--- src/rtl/parking_pkg.sv ---
// Shared constants for the parking-lot sensor blocks: FSM state encoding,
// direction codes and the {outer, inner} sensor phase patterns.
package parking_pkg;

   typedef enum logic [2:0] {
      ST_IDLE = 3'd0,
      ST_P1   = 3'd1,
      ST_P2   = 3'd2,
      ST_P3   = 3'd3,
      ST_BACK = 3'd4,
      ST_GAP  = 3'd5
   } state_t;

   localparam logic DIR_ENTER = 1'b1;
   localparam logic DIR_EXIT  = 1'b0;

   localparam logic [1:0] SENSORS_CLEAR = 2'b00;
   localparam logic [1:0] ENTER_P1      = 2'b10;
   localparam logic [1:0] ENTER_P2      = 2'b11;
   localparam logic [1:0] ENTER_P3      = 2'b01;
   localparam logic [1:0] EXIT_P1       = 2'b01;
   localparam logic [1:0] EXIT_P2       = 2'b11;
   localparam logic [1:0] EXIT_P3       = 2'b10;

   // BACK re-presents the first phase of the sequence as the car backs out.
   function automatic logic [1:0] phase_sensors(input state_t st, input logic dir);
      logic [1:0] s;
      s = SENSORS_CLEAR;
      case (st)
         ST_P1, ST_BACK: s = (dir == DIR_ENTER) ? ENTER_P1 : EXIT_P1;
         ST_P2:          s = (dir == DIR_ENTER) ? ENTER_P2 : EXIT_P2;
         ST_P3:          s = (dir == DIR_ENTER) ? ENTER_P3 : EXIT_P3;
         default:        s = SENSORS_CLEAR;
      endcase
      return s;
   endfunction

endpackage

--- src/rtl/phase_timer.sv ---
// Loadable down-counter; expired is high once the loaded value has counted to zero.
module phase_timer #(
   parameter int WIDTH = 2
) (
   input  logic             clk,
   input  logic             reset,
   input  logic             load,
   input  logic [WIDTH-1:0] load_value,
   output logic             expired
);

   logic [WIDTH-1:0] count;

   always_ff @(posedge clk or posedge reset) begin
      if (reset) begin
         count <= '0;
      end else if (load) begin
         count <= load_value;
      end else if (count != '0) begin
         count <= count - WIDTH'(1);
      end
   end

   assign expired = (count == '0);

endmodule

--- src/rtl/car_sensor_driver.sv ---
// Turns single-cycle enter/exit requests into the two-sensor blocking sequence.
// Optional mid-sequence back-out support is built when CAR_SENSOR_ABORT_EN is defined.
module car_sensor_driver
   import parking_pkg::*;
#(
   parameter int PHASE_CYCLES = 4,
   parameter int GAP_CYCLES   = 2,
   parameter int MAX_CARS     = 25,
   parameter int CNT_W        = 5
) (
   input  logic             clk,
   input  logic             reset,
   input  logic             req_valid,
   input  logic             req_dir,
   output logic             req_ready,
   input  logic             abort,
   output logic             sensor_outer,
   output logic             sensor_inner,
   output logic             done,
   output logic             reject,
   output logic             aborted,
   output logic [CNT_W-1:0] occupancy
);

   localparam int MAX_HOLD = (PHASE_CYCLES > GAP_CYCLES) ? PHASE_CYCLES : GAP_CYCLES;
   localparam int TIMER_W  = (MAX_HOLD > 1) ? $clog2(MAX_HOLD) : 1;
   localparam logic [TIMER_W-1:0] PHASE_LOAD = TIMER_W'(PHASE_CYCLES - 1);
   localparam logic [TIMER_W-1:0] GAP_LOAD   = TIMER_W'(GAP_CYCLES - 1);
   localparam logic [CNT_W-1:0]   FULL       = CNT_W'(MAX_CARS);

   state_t             state;
   state_t             next_state;
   logic               dir;
   logic               dir_next;
   logic               timer_load;
   logic [TIMER_W-1:0] timer_value;
   logic               timer_expired;
   logic               refuse;
   logic               accept;
   logic               finish_done;
   logic               finish_abort;
   logic [1:0]         sensors_next;

   phase_timer #(.WIDTH(TIMER_W)) u_timer (
      .clk        (clk),
      .reset      (reset),
      .load       (timer_load),
      .load_value (timer_value),
      .expired    (timer_expired)
   );

   // Every phase change reloads the shared timer with the hold time of the phase being entered.
   always_comb begin
      next_state   = state;
      timer_load   = 1'b0;
      timer_value  = PHASE_LOAD;
      refuse       = 1'b0;
      accept       = 1'b0;
      finish_done  = 1'b0;
      finish_abort = 1'b0;
      case (state)
         ST_IDLE: begin
            if (req_valid) begin
               if ((req_dir == DIR_ENTER && occupancy == FULL) ||
                   (req_dir == DIR_EXIT && occupancy == '0)) begin
                  refuse = 1'b1;
               end else begin
                  accept     = 1'b1;
                  next_state = ST_P1;
                  timer_load = 1'b1;
               end
            end
         end
         ST_P1: begin
`ifdef CAR_SENSOR_ABORT_EN
            if (abort) begin
               next_state   = ST_GAP;
               timer_load   = 1'b1;
               timer_value  = GAP_LOAD;
               finish_abort = 1'b1;
            end else
`endif
            if (timer_expired) begin
               next_state = ST_P2;
               timer_load = 1'b1;
            end
         end
         ST_P2: begin
`ifdef CAR_SENSOR_ABORT_EN
            if (abort) begin
               next_state = ST_BACK;
               timer_load = 1'b1;
            end else
`endif
            if (timer_expired) begin
               next_state = ST_P3;
               timer_load = 1'b1;
            end
         end
         ST_P3: begin
            if (timer_expired) begin
               next_state  = ST_GAP;
               timer_load  = 1'b1;
               timer_value = GAP_LOAD;
               finish_done = 1'b1;
            end
         end
`ifdef CAR_SENSOR_ABORT_EN
         ST_BACK: begin
            if (timer_expired) begin
               next_state   = ST_GAP;
               timer_load   = 1'b1;
               timer_value  = GAP_LOAD;
               finish_abort = 1'b1;
            end
         end
`endif
         ST_GAP: begin
            if (timer_expired) begin
               next_state = ST_IDLE;
            end
         end
         default: next_state = ST_IDLE;
      endcase
   end

   assign dir_next     = accept ? req_dir : dir;
   assign sensors_next = phase_sensors(next_state, dir_next);
   assign req_ready    = (state == ST_IDLE);

   // Sensors are registered from the next state so they change cleanly on the clock edge.
   always_ff @(posedge clk or posedge reset) begin
      if (reset) begin
         state        <= ST_IDLE;
         dir          <= DIR_EXIT;
         sensor_outer <= 1'b0;
         sensor_inner <= 1'b0;
         done         <= 1'b0;
         reject       <= 1'b0;
         occupancy    <= '0;
      end else begin
         state        <= next_state;
         dir          <= dir_next;
         sensor_outer <= sensors_next[1];
         sensor_inner <= sensors_next[0];
         done         <= finish_done;
         reject       <= refuse;
         if (finish_done) begin
            occupancy <= (dir == DIR_ENTER) ? occupancy + CNT_W'(1) : occupancy - CNT_W'(1);
         end
      end
   end

`ifdef CAR_SENSOR_ABORT_EN
   always_ff @(posedge clk or posedge reset) begin
      if (reset) begin
         aborted <= 1'b0;
      end else begin
         aborted <= finish_abort;
      end
   end
`else
   logic unused_abort;
   assign unused_abort = abort ^ finish_abort;
   assign aborted      = 1'b0;
`endif

endmodule

--- config.mk ---
export PLATFORM = sky130hd
export DESIGN_NAME = car_sensor_driver
export DESIGN_NICKNAME = d
export VERILOG_FILES = /design/src/rtl/parking_pkg.sv /design/src/rtl/phase_timer.sv /design/src/rtl/car_sensor_driver.sv
export SDC_FILE = /design/constraint.sdc
export NUM_CORES = 1
export LEC_CHECK = 0
export BUFFER_PORTS_ARGS = -buffer_cell sky130_fd_sc_hd__buf_4
export CAP_MARGIN = 20
export CORE_MARGIN = 3
export CORE_UTILIZATION = 36
export CTS_CLUSTER_DIAMETER = 200
export DETAILED_ROUTE_END_ITERATION = 7
export SLEW_MARGIN = 20
export SYNTH_ARGS = -nofsm -noshare
export SYNTH_HDL_FRONTEND = slang
export SYNTH_SLANG_ARGS = --single-unit
--- constraint.sdc ---
create_clock -name clk -period 1.4 [get_ports clk]
set_input_delay 0.14 -clock clk [delete_from_list [all_inputs] [get_ports clk]]
set_output_delay 0.14 -clock clk [all_outputs]
set_load 0.05 [all_outputs]
==> key figures <==
Worst setup path
  • Crit Path Max Fanout: 5
  • Element type at the critical path end: flop
  • CP Launch Type: flop
  • Crit Path Class: reg -> reg
  • Critical Path AT: 1.64 ns
  • Worst path required time: 1.57 ns

Synthesis
  • Post-synth EDFFs: 0
  • Top FF cell, synth: dfrtp_1
  • Yosys top cell by area: dfrtp_1
  • Sequential-to-total area share from yosys stat: 42.9%
  • Seq cells post-synth: 15
  • Mapped Nets: 97
  • YS warnings: 0
  • Syn Inst Count: 87
  • Top cells by area, synth: dfrtp_1 43%, ha_1 5.7%, nand2_1 3.9%, nor2_1 3.4%, o211ai_1 3.4%
  • Synth Area per Inst: 10.1 um2
  • Synth async-reset ratio: 100%
  • Most frequent cell after synthesis: dfrtp_1
  • Yosys cell types: 34
  • Synth top area share: 42.9%
  • Top cells by instance count after synthesis: 15 x dfrtp_1, 9 x nand2_1, 8 x nor2_1
  • Mapped Area: 875 um2

Die
  • Die Span Y: 55.3 um
  • Die Wd: 55.3 um
  • # IOs: 16
  • Core area: 2250 um2
  • Initial Utilization: 38.8%
  • # rows: 17
  • Die area: 3060 um2

GRT
  • Vias in the first global route: 697
  • First-pass GRT wire length: 3.17 mm
  • Largest net degree at the start of global routing: 16
  • Initial antenna violation count: 0
  • GRT Overall Usage: 12.8%
  • Total gr overflow: 0

Routing
  • Drt via density: 4.88
  • Post-DRT Antenna Nets: 0
  • DRC viols: 0
  • Routed len/inst: 12.6 um
  • Initial detailed-routing violation count: 14
  • WL final: 1.93 mm
  • First-pass DRT Iterations: 4
  • Via count: 747

STA
  • Final setup viols: 3
  • Slack of the critical path: -0.0785 ns
  • Period utilization: 106%
  • FMAX: 676 MHz
  • Min cycle time layout: 1.48 ns
  • RSZ-0062 raised after global routing: yes
  • Fin. Hold Viols: 0
  • Fin. max-slew vios: 0
  • Worst rel slew slack: 60.6%
  • Worst-Margin Slew: 0.590 ns
  • Clock Skews: 0.00184 ns

Place
  • DP Cell Count: 148
  • Post-DP HPWL: 1.39 mm
  • Setup WS pre-CTS: -0.182 ns
  • Port Buf Inserts: 13
  • GP Congestion: 0.851

CTS
  • H-tree levels: 1
  • CTS Buf Count: 3
  • CTS sink cnt: 15
  • Post-CTS setup repair buffer count: 0
  • Clock buffer depth: 2
  • CTS tree: yes
  • Clock latency at the later pin of the worst-skew pair: 0.27 ns
  • Clock Root Buffer: clkbuf_4
  • Reg clk slew, reported paths: 0.09 ns

Run status
  • Failing checks: negative setup slack
  • Status: finished with violations

Final layout
  • Fillers: 196
  • Nets: 136
  • Fin util: 59.4%
  • Layout Cells excl Fill: 153
  • Area growth, synth to finish: 53.2%
  • Antenna diode count: 0
  • Layout cell share with drive strength beyond 1: 57.6%

Min path
  • Hold WC Path Type: in -> reg

Flow run
  • Max_cap viols: 0
-- what timing repair did --
action	4_1_cts	5_1_grt
pin swaps	3	8
hold buffers	1	0
endpoints found under the hold margin	15	0
gates resized for setup	16	8
endpoints found under the setup margin	10	8
-- cell families after synthesis --
family | Yosys count | synth area share (%)
buf+inv | 12 | 7.30
other cells | 1 | 0.429
simple gates | 25 | 16.2
xor+xnor | 5 | 5.01
flops | 15 | 42.9
fa+ha+maj | 5 | 8.01
compound gates | 23 | 18.5
mux | 1 | 1.72
-- state kept, by name (all words and copies together) (netlist names) --
signal and count:
dir 1, done 1, occupancy 5, reject 1, sensor_inner 1, sensor_outer 1
state 3, u_timer.count 2
-- metal layers --
metal  vias up  routed length, um  GRT usage, %
li1        376                  -             -
met1       362                922          15.9
met2         7                945          22.8
met3         2                 50          2.10
met4         0                 14          3.13
met5         -                  0             0
-- cell usage in the layout (no fill, tap or decap), types with 2 or more instances in the layout --
cell type,n
nand2_1,7
buf_4,33
nand2_2,2
ha_4,4
nor2_2,2
clkbuf_4,3
dfrtp_1,10
dfrtp_2,5
inv_2,3
a21o_1,2
inv_1,4
xor2_1,3
o21ai_1,2
nor2_1,6
o21ai_0,2
o211ai_1,4
buf_6,4
-- critical path, cell delays in order, from the launching register on --
cell,delay (ns)
dfrtp_1,0.43
inv_4,0.12
buf_6,0.11
ha_4,0.18
a21o_1,0.16
a21oi_2,0.13
xor2_1,0.16
o21ai_1,0.08
-- per-stage QoR --
step                      area, um2  hold slack, ns  setup TNS (ns)
final                          1340           0.234          -0.168
after global routing           1340           0.237          -0.402
after CTS                      1300           0.231          -0.195
after detailed placement       1180           0.261          -0.411
after global placement         1180           0.250          -0.305
after floorplan                 906          0.0411          -0.993
-- path summary, 6_finish.rpt --
check,from,to,slack [ns],cells after the start
max in group asynchronous,reset,occupancy[0],0.50,3
worst max register to register,dir,occupancy[3],-0.08,7
worst max-delay path,dir,occupancy[3],-0.08,7
worst min register to register,occupancy[4],occupancy[4],0.60,1
worst min-delay path,req_valid,dir,0.23,3
min in group asynchronous,reset,u_timer.count[0],0.48,3
-- layout make-up --
| class | count | area, um2 | share of cell area [%] |
|---|---|---|---|
| Multi-Input combinational cell | 60 | 562 | 41.9 |
| Sequential cell | 15 | 382 | 28.5 |
| Timing Repair Buffer | 38 | 303 | 22.6 |
| Tap cell | 28 | 35.0 | 2.61 |
| Inverter | 8 | 32.5 | 2.43 |
| Clock buffer | 4 | 26.3 | 1.96 |
Power is not shown: default switching activity piles up to over one toggle a cycle in this logic, so the estimate is an artifact.
